===== src/rtl/vending_pkg.sv =====
// Shared types and coin constants for the multi-product vending machine.
package vending_pkg;

  typedef enum logic [1:0] {
    COIN_NONE    = 2'b00,
    COIN_NICKEL  = 2'b01,
    COIN_DIME    = 2'b10,
    COIN_QUARTER = 2'b11
  } coin_e;

  typedef enum logic [1:0] {
    IDLE,
    COLLECT,
    VEND,
    CHANGE
  } state_e;

  localparam int unsigned NICKEL_VAL  = 1;
  localparam int unsigned DIME_VAL    = 2;
  localparam int unsigned QUARTER_VAL = 5;

  function automatic int unsigned coin_value(coin_e coin);
    unique case (coin)
      COIN_NICKEL:  return NICKEL_VAL;
      COIN_DIME:    return DIME_VAL;
      COIN_QUARTER: return QUARTER_VAL;
      default:      return 0;
    endcase
  endfunction

endpackage


===== src/rtl/change_dispenser.sv =====
// Greedy change selector: picks the largest coin not exceeding the credit.
module change_dispenser
  import vending_pkg::*;
#(
  parameter int unsigned CREDIT_W = 6
) (
  input  logic [CREDIT_W-1:0] credit_i,
  output logic [1:0]          coin_o,
  output logic [CREDIT_W-1:0] value_o
);

  coin_e coin;

  always_comb begin
    coin = COIN_NONE;
    if (credit_i >= CREDIT_W'(QUARTER_VAL)) begin
      coin = COIN_QUARTER;
    end else if (credit_i >= CREDIT_W'(DIME_VAL)) begin
      coin = COIN_DIME;
    end else if (credit_i >= CREDIT_W'(NICKEL_VAL)) begin
      coin = COIN_NICKEL;
    end
  end

  assign coin_o  = coin;
  assign value_o = CREDIT_W'(coin_value(coin));

endmodule


===== src/rtl/vending_machine_multi.sv =====
// Multi-product vending machine: coin credit, per-item stock, greedy change/refund.
module vending_machine_multi
  import vending_pkg::*;
#(
  parameter int unsigned NUM_ITEMS   = 4,
  parameter int unsigned PRICE_W     = 5,
  parameter logic [NUM_ITEMS*PRICE_W-1:0] ITEM_PRICES = {5'd7, 5'd5, 5'd4, 5'd3},
  parameter int unsigned CREDIT_W    = 6,
  parameter int unsigned MAX_CREDIT  = 20,
  parameter int unsigned STOCK_W     = 4,
  parameter int unsigned STOCK_INIT  = 8,
  localparam int unsigned SEL_W      = (NUM_ITEMS > 1) ? $clog2(NUM_ITEMS) : 1
) (
  input  logic                 clk_i,
  input  logic                 reset_i,
  input  logic                 nickel_i,
  input  logic                 dime_i,
  input  logic                 quarter_i,
  input  logic                 sel_valid_i,
  input  logic [SEL_W-1:0]     sel_item_i,
  input  logic                 cancel_i,
  input  logic                 restock_i,
  output logic [CREDIT_W-1:0]  credit_o,
  output logic                 vend_o,
  output logic [SEL_W-1:0]     vend_item_o,
  output logic                 sel_nack_o,
  output logic                 coin_reject_o,
  output logic                 change_valid_o,
  output logic [1:0]           change_coin_o,
  output logic [NUM_ITEMS-1:0] sold_out_o,
  output logic                 busy_o
);

  typedef logic [CREDIT_W:0] cext_t;

  state_e                            state_q, state_d;
  logic [CREDIT_W-1:0]               credit_q, credit_d;
  logic [NUM_ITEMS-1:0][STOCK_W-1:0] stock_q, stock_d;
  logic                              vend_q, vend_d;
  logic [SEL_W-1:0]                  vend_item_q, vend_item_d;
  logic                              sel_nack_q, sel_nack_d;
  logic                              coin_reject_q, coin_reject_d;
  logic                              change_valid_q, change_valid_d;
  logic [1:0]                        change_coin_q, change_coin_d;
  logic                              busy_q, busy_d;

  logic                coin_any, coin_multi, coin_fits;
  cext_t               coin_val;
  logic [PRICE_W-1:0]  sel_price;
  logic                sel_in_range, sel_in_stock, sel_ok;
  logic                in_front, cancel_act, sel_act, accept, coin_act;
  logic [1:0]          disp_coin;
  logic [CREDIT_W-1:0] disp_value;

  change_dispenser #(
    .CREDIT_W (CREDIT_W)
  ) u_change_dispenser (
    .credit_i (credit_q),
    .coin_o   (disp_coin),
    .value_o  (disp_value)
  );

  // Input decode shared by the next-state and output processes.
  always_comb begin
    coin_any   = nickel_i | dime_i | quarter_i;
    coin_multi = (nickel_i & dime_i) | (nickel_i & quarter_i) | (dime_i & quarter_i);
    coin_val   = '0;
    if (quarter_i) begin
      coin_val = cext_t'(QUARTER_VAL);
    end else if (dime_i) begin
      coin_val = cext_t'(DIME_VAL);
    end else if (nickel_i) begin
      coin_val = cext_t'(NICKEL_VAL);
    end
    coin_fits = (cext_t'(credit_q) + coin_val) <= cext_t'(MAX_CREDIT);

    sel_in_range = 32'(sel_item_i) < NUM_ITEMS;
    sel_price    = '0;
    sel_in_stock = 1'b0;
    for (int unsigned i = 0; i < NUM_ITEMS; i++) begin
      if (32'(sel_item_i) == i) begin
        sel_price    = ITEM_PRICES[i*PRICE_W +: PRICE_W];
        sel_in_stock = stock_q[i] != '0;
      end
    end
    sel_ok = sel_in_range & sel_in_stock & (cext_t'(credit_q) >= cext_t'(sel_price));

    in_front   = (state_q == IDLE) || (state_q == COLLECT);
    cancel_act = (state_q == COLLECT) && cancel_i;
    sel_act    = in_front && !cancel_act && sel_valid_i;
    accept     = sel_act && sel_ok;
    coin_act   = in_front && !cancel_act && !sel_valid_i && coin_any && !coin_multi && coin_fits;
  end

  always_ff @(posedge clk_i) begin
    if (reset_i) begin
      state_q        <= IDLE;
      credit_q       <= '0;
      stock_q        <= {NUM_ITEMS{STOCK_W'(STOCK_INIT)}};
      vend_q         <= 1'b0;
      vend_item_q    <= '0;
      sel_nack_q     <= 1'b0;
      coin_reject_q  <= 1'b0;
      change_valid_q <= 1'b0;
      change_coin_q  <= COIN_NONE;
      busy_q         <= 1'b0;
    end else begin
      state_q        <= state_d;
      credit_q       <= credit_d;
      stock_q        <= stock_d;
      vend_q         <= vend_d;
      vend_item_q    <= vend_item_d;
      sel_nack_q     <= sel_nack_d;
      coin_reject_q  <= coin_reject_d;
      change_valid_q <= change_valid_d;
      change_coin_q  <= change_coin_d;
      busy_q         <= busy_d;
    end
  end

  always_comb begin
    state_d  = state_q;
    credit_d = credit_q;
    stock_d  = stock_q;
    unique case (state_q)
      IDLE, COLLECT: begin
        if (cancel_act) begin
          state_d = CHANGE;
        end else if (accept) begin
          state_d  = VEND;
          credit_d = credit_q - CREDIT_W'(sel_price);
          for (int unsigned i = 0; i < NUM_ITEMS; i++) begin
            if (32'(sel_item_i) == i) begin
              stock_d[i] = stock_q[i] - STOCK_W'(1);
            end
          end
        end else if (coin_act) begin
          state_d  = COLLECT;
          credit_d = credit_q + CREDIT_W'(coin_val);
        end
      end
      VEND: begin
        state_d = (credit_q != '0) ? CHANGE : IDLE;
      end
      CHANGE: begin
        // Leave as the last coin goes out so IDLE coincides with credit reaching 0.
        credit_d = credit_q - disp_value;
        state_d  = (credit_q == disp_value) ? IDLE : CHANGE;
      end
      default: begin
        state_d  = IDLE;
        credit_d = '0;
      end
    endcase
    if (restock_i) begin
      stock_d = {NUM_ITEMS{STOCK_W'(STOCK_INIT)}};
    end
  end

  always_comb begin
    vend_d         = accept;
    vend_item_d    = accept ? sel_item_i : vend_item_q;
    sel_nack_d     = sel_act && !accept;
    coin_reject_d  = coin_any && !coin_act;
    change_valid_d = (state_q == CHANGE) && (credit_q != '0);
    change_coin_d  = change_valid_d ? disp_coin : COIN_NONE;
    busy_d         = (state_d == VEND) || (state_d == CHANGE);
  end

  always_comb begin
    for (int unsigned i = 0; i < NUM_ITEMS; i++) begin
      sold_out_o[i] = stock_q[i] == '0;
    end
  end

  assign credit_o       = credit_q;
  assign vend_o         = vend_q;
  assign vend_item_o    = vend_item_q;
  assign sel_nack_o     = sel_nack_q;
  assign coin_reject_o  = coin_reject_q;
  assign change_valid_o = change_valid_q;
  assign change_coin_o  = change_coin_q;
  assign busy_o         = busy_q;

endmodule


===== config.mk =====
export PLATFORM = sky130hd
export DESIGN_NAME = vending_machine_multi
export DESIGN_NICKNAME = d
export VERILOG_FILES = /design/src/rtl/vending_pkg.sv /design/src/rtl/change_dispenser.sv /design/src/rtl/vending_machine_multi.sv
export SDC_FILE = /design/constraint.sdc
export NUM_CORES = 1
export LEC_CHECK = 0
export ABC_AREA = 1
export BUFFER_PORTS_ARGS = -buffer_cell sky130_fd_sc_hd__buf_4
export CORE_MARGIN = 10
export CORE_UTILIZATION = 43
export CTS_BUF_LIST = sky130_fd_sc_hd__clkbuf_2
export DETAILED_ROUTE_END_ITERATION = 6
export GPL_TIMING_DRIVEN = 1
export PLACE_DENSITY = 0.74
export SYNTH_ARGS = -nofsm -noshare
export SYNTH_HDL_FRONTEND = slang
export SYNTH_SLANG_ARGS = --single-unit
export TNS_END_PERCENT = 100

===== constraint.sdc =====
create_clock -name clk_i -period 2.3 [get_ports clk_i]
set_clock_uncertainty 0.1 [all_clocks]
set_input_delay 0.115 -clock clk_i [delete_from_list [all_inputs] [get_ports clk_i]]
set_output_delay 0.115 -clock clk_i [all_outputs]
set_load 0.05 [all_outputs]

Word-level counts from Yosys, hierarchy flattened

Index checks and enable logic that the tools add are counted.
Widths: inputs -> output; s select.

Output and inout port bits: 19
Bits in registers: 33
Bits of input ports: 10
Word-level logic and storage cells: 113

Multiplexer cells: 25
Magnitude comparators: 5
Bitwise gates (word level): 10
Eq/ne operators: 14
Reductions and logical operators: 38
$add $sub $neg: 8

Operator list:

| operator            | number |
|---|---|
| $mux 2              | 9 |
| $mux 6              | 3 |
| $eq 2x2->1 const B  | 8 |
| $logic_not 4->1     | 4 |
| $reduce_and 4->1    | 4 |
| $reduce_bool 4->1   | 4 |
| $sub 4x1->4 const B | 4 |
| $mux 5              | 3 |
| $pmux 6 s2          | 1 |
| $logic_and 1x1->1   | 11 |
| $pmux 3 s3          | 1 |
| $add 6x7->7         | 1 |
| $le 7x5->1 const B  | 1 |
| $mux 7              | 1 |
| $add 6x6->6         | 1 |
| $eq 2x1->1 const B  | 3 |
| $eq 6x6->1          | 1 |
| $ge 6x1->1 const B  | 1 |
| $ge 6x2->1 const B  | 1 |
| $ge 6x3->1 const B  | 1 |
| $ge 6x5->1          | 1 |
| $mux 1              | 6 |
| $pmux 2 s3          | 1 |
| $reduce_bool 6->1   | 1 |
| other kinds (13)    | 28 |

Longest topological paths before layout

Gate-level depths: netlist (run 1).

Depth in word-level cells: 14
Mapped depth: 20
Gate-level depth less buffers: 20

By module

Synthesis (run 1) repeated with hierarchy kept, for this count alone.

Cell total of the unflattened synthesis: 376
Area total of the unflattened synthesis: 2482.4 um2

Modules (own cells, without submodules):

| module                | area an instance (um2) | cells each | sequential area each (um2) | times used |
|---|---|---|---|---|
| vending_machine_multi | 2396.0                 | 360        | 660.6                      | 1 |
| change_dispenser      | 86.3                   | 16         | 0.0                        | 1 |

Worst setup path after synthesis (run 1)

OpenSTA, ideal clock, no wires.

Path kind: register -> register
Start point: register credit_q[3], in the netlist credit_o[3]
End point: register credit_q[5], in the netlist credit_o[5]
Data required time: 2135 ps
Arrival: 2457 ps
Slack: -322 ps
Buffers on the path: 1
Clock period less this slack: 2622 ps
Cell stages (with the launch flop): 16
Library setup time: 65 ps
Cell sequence: dfxtp_1 -> buf_6 -> inv_1 -> nand2_1 -> nor3_1 -> or2_2 -> ha_1 -> a21oi_1 -> nor2_1 -> nor2_1 -> inv_1 -> o21ai_0 -> nand3_1 -> nand2_1 -> nor2_1 -> nor2_1

Longest elaborated chain between the ends: 8
Elaborated cells between the ends (all ways): 25
Classes of those cells: add/sub (4); order compare (5); eq/ne (4); mux (8); bitwise (1); reduce/logical (3)

RTL lines:

| element                                         | line                         | text |
|---|---|---|
| start: declaration                              | vending_machine_multi.sv:37  | `logic [CREDIT_W-1:0] credit_q, credit_d;` |
| start signal: assignment                        | vending_machine_multi.sv:109 | `credit_q <= credit_d;` |
| $ge 6x1->1                                      | change_dispenser.sv:20       | `end else if (credit_i >= CREDIT_W'(NICKEL_VAL)) begin` |
| $mux 1                                          | change_dispenser.sv:20       |  |
| $mux 2                                          | change_dispenser.sv:18       | `end else if (credit_i >= CREDIT_W'(DIME_VAL)) begin` |
| $mux 2                                          | change_dispenser.sv:16       | `if (credit_i >= CREDIT_W'(QUARTER_VAL)) begin` |
| $eq 2x2->1 / $eq 2x1->1 (equally long branches) | vending_pkg.sv:23            | `unique case (coin)` |
| $pmux 3 s3                                      | vending_pkg.sv:23            |  |
| $sub 6x6->6                                     | vending_machine_multi.sv:147 | `credit_d = credit_q - disp_value;` |
| $pmux 6 s2                                      | vending_machine_multi.sv:125 | `unique case (state_q)` |

Parallel ways exist; a longest one is shown, timed or not. The select of a mux whose other input is x is not followed.
A chain may end at the register's enable or synchronous reset.

Worst setup path after layout (run 1)

Start point: register credit_q[5], in the netlist credit_o[5]
End point: register credit_q[4], in the netlist credit_o[4]

The elaborated chain is that of the path after synthesis.

==> out/qor.csv, run 1 <==
stage,metric,value,unit
status,status,finished with violations,
status,violations,negative setup slack,
worst_setup_path,worstSetupPathType,reg2reg,
finish,final_cell_mix,"nand2_1, buf_4, inv_1",
synth,synth_seq_area_share,27.1,%
global_routing,antenna_found_initial,0,
global_routing,grtUsageTotal,13.4,%
sta,fmax,431,MHz
synth,avgSynthCellArea,6.72,µm²
placed_design,place_inst,473,
global_routing,grt_pass1_wl,10.0,mm
clocking,root_buffer,clkbuf_2,
power,vdd_drop_max,0.499,mV
placed_design,port_buffers,28,
finish,syn2layout_area_growth,38.1,%
global_routing,grt_max_degree,16,
sta,rsz0062_at_grt,yes,
sta,worstMarginPinSlew,0.573,ns
worst_setup_path,critical_path_buf_inv_count,4,
worst_setup_path,reg2reg_from,credit_o[5]$_SDFFE_PP0P_,
finish,layout_commonest_cell,nand2_1,
sta,drv_slew,0,
routing,num_vias,2559,
routing,dr.max_layer_used,met4,
synth,ys_warn_count,0,
synth,async_flop_share,0,%
worst_setup_path,max_stage_delay,0.38,ns
sta,finalCriticalPeriod,2.32,ns
hold_path,hp-class,in2reg,
routing,met2_length,3.23,mm
synth,syn-cell-area,2360,µm²
routing,met1_length,2.80,mm
routing,viasPerCell,5.13,
routing,drc_errors,0,
finish,nNetsFinal,459,
clocking,cts_tree,done,
routing,first_pass_iters,5,
sta,hold_viol,0,
run,drv_cap,0,
synth,syn_inst,352,
die,die_x,94.2,µm
clocking,clk_latency,0.37,ns
worst_setup_path,end_kind,flip-flop,
die,start_util,45.4,%
worst_setup_path,cp.required,2.49,ns
clocking,cts_buffers,5,
worst_setup_path,path_max_fanout,3,
routing,drtIter0Drc,246,
worst_setup_path,critPathLaunch,credit_o[5]$_SDFFE_PP0P_,
finish,utilization,62.8,%
worst_setup_path,cp_slowest_cell,fa_2,
sta,final-setup-viol-count,1,
routing,routed_wl,6.66,mm
finish,stdcell_count,499,
sta,tns,-0.0177,ns
clocking,cts_max_level,2,
placed_design,place_congestion,0.859,
worst_setup_path,path_common_cell,nand2_2,
sta,fin_ws,-0.0177,ns
die,coreArea,5200,µm²
power,powerDensity,1110,nW/µm²
worst_setup_path,critical_path.top_delay_family,simple AND/OR/NAND/NOR gates,
synth,syn-num-nets,383,
clocking,cts_max_path_buffers,2,
synth,synth-edff-count,0,
routing,ant_nets,0,
clocking,cts.sinks,32,
power,total_power,3.62,mW
hold_path,hold_start,nickel_i,
sta,period_share,101,%
clocking,clk_pin_slew,0.17,ns
sta,relSlewSlack,61.7,%
finish,final_area,3270,µm²
synth,synth-seq-cells,32,
global_routing,overflow,0,
routing,wire_per_inst,13.3,µm
synth,synth-main-ff-cell,dfxtp_1,
finish,antennaDiodeCount,0,
die,rows,26,
worst_setup_path,cp_data_arrival_time,2.51,ns
die,die_h,94.2,µm
placed_design,post-dp-hpwl,4.58,mm
placed_design,dpl-instance-area,2870,µm²
worst_setup_path,worst_setup_path_start_kind,flip-flop,
global_routing,first_global_vias,2270,
power,leakagePower,1.69,nW
die,ios,29,
synth,synth_cell_type_count,34,
worst_setup_path,worstPathCellList,nor2_4 -> nand2_2 -> buf_6 -> nor3_4 -> a21oi_2 -> inv_1 -> ha_2 -> inv_2 -> fa_2 -> nand2_2 -> nand2_2 -> xor2_1 -> nand2_1 -> nand3_1 -> nand2_1 -> inv_1,
routing,dr_wl_met3,475,µm
die,die_area,8870,µm²
finish,drive_gt1_share,32.9,%
## power breakdown
part | internal (mW) | switching, mW
combinational | 1.15 | 1.47
clock | 0.0831 | 0.203
sequential | 0.641 | 0.0706
total | 1.87 | 1.74
## flip-flops by register name, indices dropped and copies added (netlist names)
signal / cells
stock_q: 16
credit_o: 6
change_coin_o: 2
state_q: 2
vend_item_o: 2
change_valid_o: 1
coin_reject_o: 1
sel_nack_o: 1
vend_o: 1
## synth_stat cells, types with 2 or more instances
master,n,share of area (%)
nand2_1,71,11
nand3_1,30,6.3
nor2_4,3,1.4
fa_1,3,2.5
nand3_2,2,0.85
a31oi_1,2,0.53
inv_4,2,0.53
xor2_1,3,1.1
a21oi_1,20,4.2
o21ai_1,5,1.1
buf_2,2,0.42
nor2_1,46,7.3
xnor2_1,2,0.74
o21ai_0,13,2.8
dfxtp_1,32,27
nand2_2,8,2.1
ha_1,18,9.5
nor2_8,2,1.7
or2_2,2,0.53
nand4_1,11,2.9
inv_1,62,9.8
## final timing paths
check                                  end  slack, ns  cells after the start
hold / removal    coin_reject_o$_SDFF_PP0_       0.01                      5
setup reg to reg  credit_o[4]$_SDFFE_PP0P_      -0.02                     16
setup / recovery  credit_o[4]$_SDFFE_PP0P_      -0.02                     16
hold reg to reg    stock_q[4]$_SDFFE_PP0P_       0.39                      2
## cell type report
| type | instances | area [µm²] |
|---|---|---|
| multi-input combinational | 250 | 1580 |
| clock buffer | 7 | 35.0 |
| clock inverter | 1 | 5.00 |
| tap | 70 | 87.6 |
| sequential | 32 | 653 |
| fill | 446 | 1940 |
| timing repair buffer | 74 | 651 |
| inverter | 65 | 251 |
## per-layer routing
layer / track usage [%] / up-vias
met2: 23.2 / 76
met3: 3.44 / 20
met1: 16.0 / 1199
li1: - / 1264
met4: 3.54 / 0
met5: 0 / -
## kinds of logic (layout without fill, tap and decap cells)
kind of cell	Yosys count	in the layout	synth area share, %
flops	32	32	27.1
fa+ha+maj	21	21	12.1
compound gates	43	43	9.63
simple gates	181	181	36.8
buf+inv	70	147	12.6
xor+xnor	5	5	1.85
## worst register-to-register path, stage by stage, from the launching register on
cell and delay (ns):
dfxtp_2 0.37, nor2_4 0.12, nand2_2 0.07, buf_6 0.12
nor3_4 0.20, a21oi_2 0.09, inv_1 0.07, ha_2 0.17
inv_2 0.05, fa_2 0.38, nand2_2 0.09, nand2_2 0.05
xor2_1 0.14, nand2_1 0.06, nand3_1 0.08, nand2_1 0.07
inv_1 0.03
## stage by stage
stage	hold WS (ns)	setup WS, ns
global route	0.0526	-0.136
global placement	0.239	-0.00525
floorplan	0.0841	-0.0366
CTS	0.00267	0.00192
detailed placement	0.241	-0.0800
finish	0.0117	-0.0177
## timing repair
item,4_1_cts,5_1_grt
pin swaps,1,18
cloned,0,1
endpoints found under the hold margin,7,0
resized for setup,6,44
endpoints found under the setup margin,4,26
buffers inserted,0,10
hold buffers,7,0
Note: power is estimated with default switching activity, not from simulation.
==> inputs of run 2 (changes only) <==
SETUP_SLACK_MARGIN = 0.3   (was not set)
==> run 2 against run 1 <==
The run now ends clean. Clock power increased by 37%. Die area unchanged. Worst setup slack improved by 0.095 ns. Critical path depth fell by 1. Core utilization rose by 4.4 points. Total power up 10%. Routed wire length down 0.72%. Largest cell class unchanged.
==> out/qor.csv, run 2 (synthesis results as in run 1) <==
stage,metric,value,unit
status,status,finished clean,
placed_design,place_congestion,0.877,
placed_design,pre_cts_ws,-0.0648,ns
clocking,root_buffer,clkbuf_2,
global_routing,antenna_found_initial,0,
finish,antennaDiodeCount,0,
finish,syn2layout_area_growth,47.9,%
sta,drv_slew,0,
routing,ant_nets,0,
routing,num_vias,2461,
placed_design,post-dp-hpwl,4.39,mm
die,die_h,94.2,µm
finish,drive_gt1_share,40.6,%
sta,finalCriticalPeriod,2.22,ns
finish,layout_commonest_cell,buf_4,
clocking,clk_pin_slew,0.18,ns
placed_design,port_buffers,28,
die,start_util,45.4,%
routing,wire_per_inst,13.2,µm
worst_setup_path,path_max_fanout,3,
sta,fmax,450,MHz
finish,largest_register_ffs,16,
worst_setup_path,cp_data_arrival_time,2.43,ns
power,vdd_drop_max,0.520,mV
clocking,cts_max_path_buffers,2,
worst_setup_path,r2r_slack,0.08,ns
worst_setup_path,end_kind,flip-flop,
clocking,cts_buffers,5,
routing,drtIter0Drc,121,
routing,first_pass_iters,5,
routing,routed_wl,6.61,mm
die,die_x,94.2,µm
clocking,cts.sinks,32,
clocking,cts_max_level,2,
sta,relSlewSlack,58.3,%
worst_setup_path,worst_setup_path_start_kind,flip-flop,
sta,period_share,96.7,%
global_routing,grt_pass1_wl,10.5,mm
die,ios,29,
hold_path,hp-class,in2reg,
finish,nNetsFinal,461,
global_routing,first_global_vias,2442,
sta,rsz0062_at_grt,yes,
finish,final_cell_mix,"buf_4, nand2_1, inv_1",
worst_setup_path,worstSetupPathType,reg2reg,
global_routing,grt_max_degree,16,
sta,fin_ws,0.0768,ns
routing,drc_errors,0,
sta,worstMarginPinSlew,0.625,ns
power,powerDensity,1140,nW/µm²
run,drv_cap,0,
finish,top_register,stock_q,
power,total_power,3.98,mW
global_routing,grtUsageTotal,14.2,%
sta,tns,0,ns
clocking,cts_tree,done,
routing,viasPerCell,4.91,
clocking,clk_latency,0.39,ns
power,leakagePower,1.76,nW
die,rows,26,
die,coreArea,5200,µm²
global_routing,overflow,0,
sta,hold_viol,0,
worst_setup_path,cp.required,2.51,ns
die,die_area,8870,µm²
sta,final-setup-viol-count,0,
[run 2: critical path, stage by stage (launching register included)]
cell     delay [ns]
dfxtp_2        0.37
nor2_4         0.14
nand2_4        0.08
nor3_4         0.22
a21oi_4        0.09
inv_2          0.07
ha_4           0.12
inv_2          0.05
fa_2           0.35
nand2_2        0.10
nand2_2        0.06
xor2_1         0.14
nand2_1        0.06
nand3_1        0.09
nand2_1        0.07
inv_1          0.03
[run 2: per-stage QoR]
step           std cells  instance area [µm²]  utilization [%]  hold WS [ns]
6_report             501                 3500             67.2        0.0419
5_1_grt              501                 3500             67.2        0.0459
4_1_cts              496                 3280             63.0       0.00996
3_5_place_dp         468                 2900             55.7         0.239
3_3_place_gp         468                 2900             55.7         0.238
2_1_floorplan        352                 2450                -        0.0841
[run 2: what timing repair did]
| action | CTS | global route |
|---|---|---|
| pin swaps | 14 | 19 |
| cloned | 0 | 1 |
| hold buffers | 6 | 0 |
| resized for setup | 36 | 50 |
| buffers inserted | 14 | 4 |
| setup endpoints to repair | 29 | 29 |
| endpoints found under the hold margin | 6 | 0 |
[run 2: power by group]
part	internal, mW	total, mW	switching (mW)
Clock	0.182	0.391	0.209
Combinational	1.28	2.85	1.58
Sequential	0.647	0.735	0.0879
[run 2: final cells by class]
| type | instances | area (µm²) |
|---|---|---|
| multi-input cells | 251 | 1770 |
| flip-flops and latches | 32 | 661 |
| repair buffers | 75 | 647 |
| clock buffers | 5 | 25.0 |
| well taps | 70 | 87.6 |
| fillers | 413 | 1710 |
| clock inverters | 3 | 42.5 |
| inverters | 65 | 267 |
[run 2: metal layers]
layer / track usage (%) / up-vias / share of wire [%]
li1: - / 1272 / -
met1: 16.0 / 1134 / 43
met2: 25.5 / 46 / 51
met3: 3.20 / 9 / 4.7
met4: 4.43 / 0 / 1.5
met5: 0 / - / 0
[run 2: path summary, 6_finish.rpt]
kind                            startpoint                  endpoint  cells after the start
setup / recovery  credit_o[5]$_SDFFE_PP0P_  credit_o[4]$_SDFFE_PP0P_                     15
hold reg to reg   stock_q[11]$_SDFFE_PP1P_  stock_q[11]$_SDFFE_PP1P_                      2
hold / removal                   restock_i   stock_q[3]$_SDFFE_PP1P_                      4
setup reg to reg  credit_o[5]$_SDFFE_PP0P_  credit_o[4]$_SDFFE_PP0P_                     15
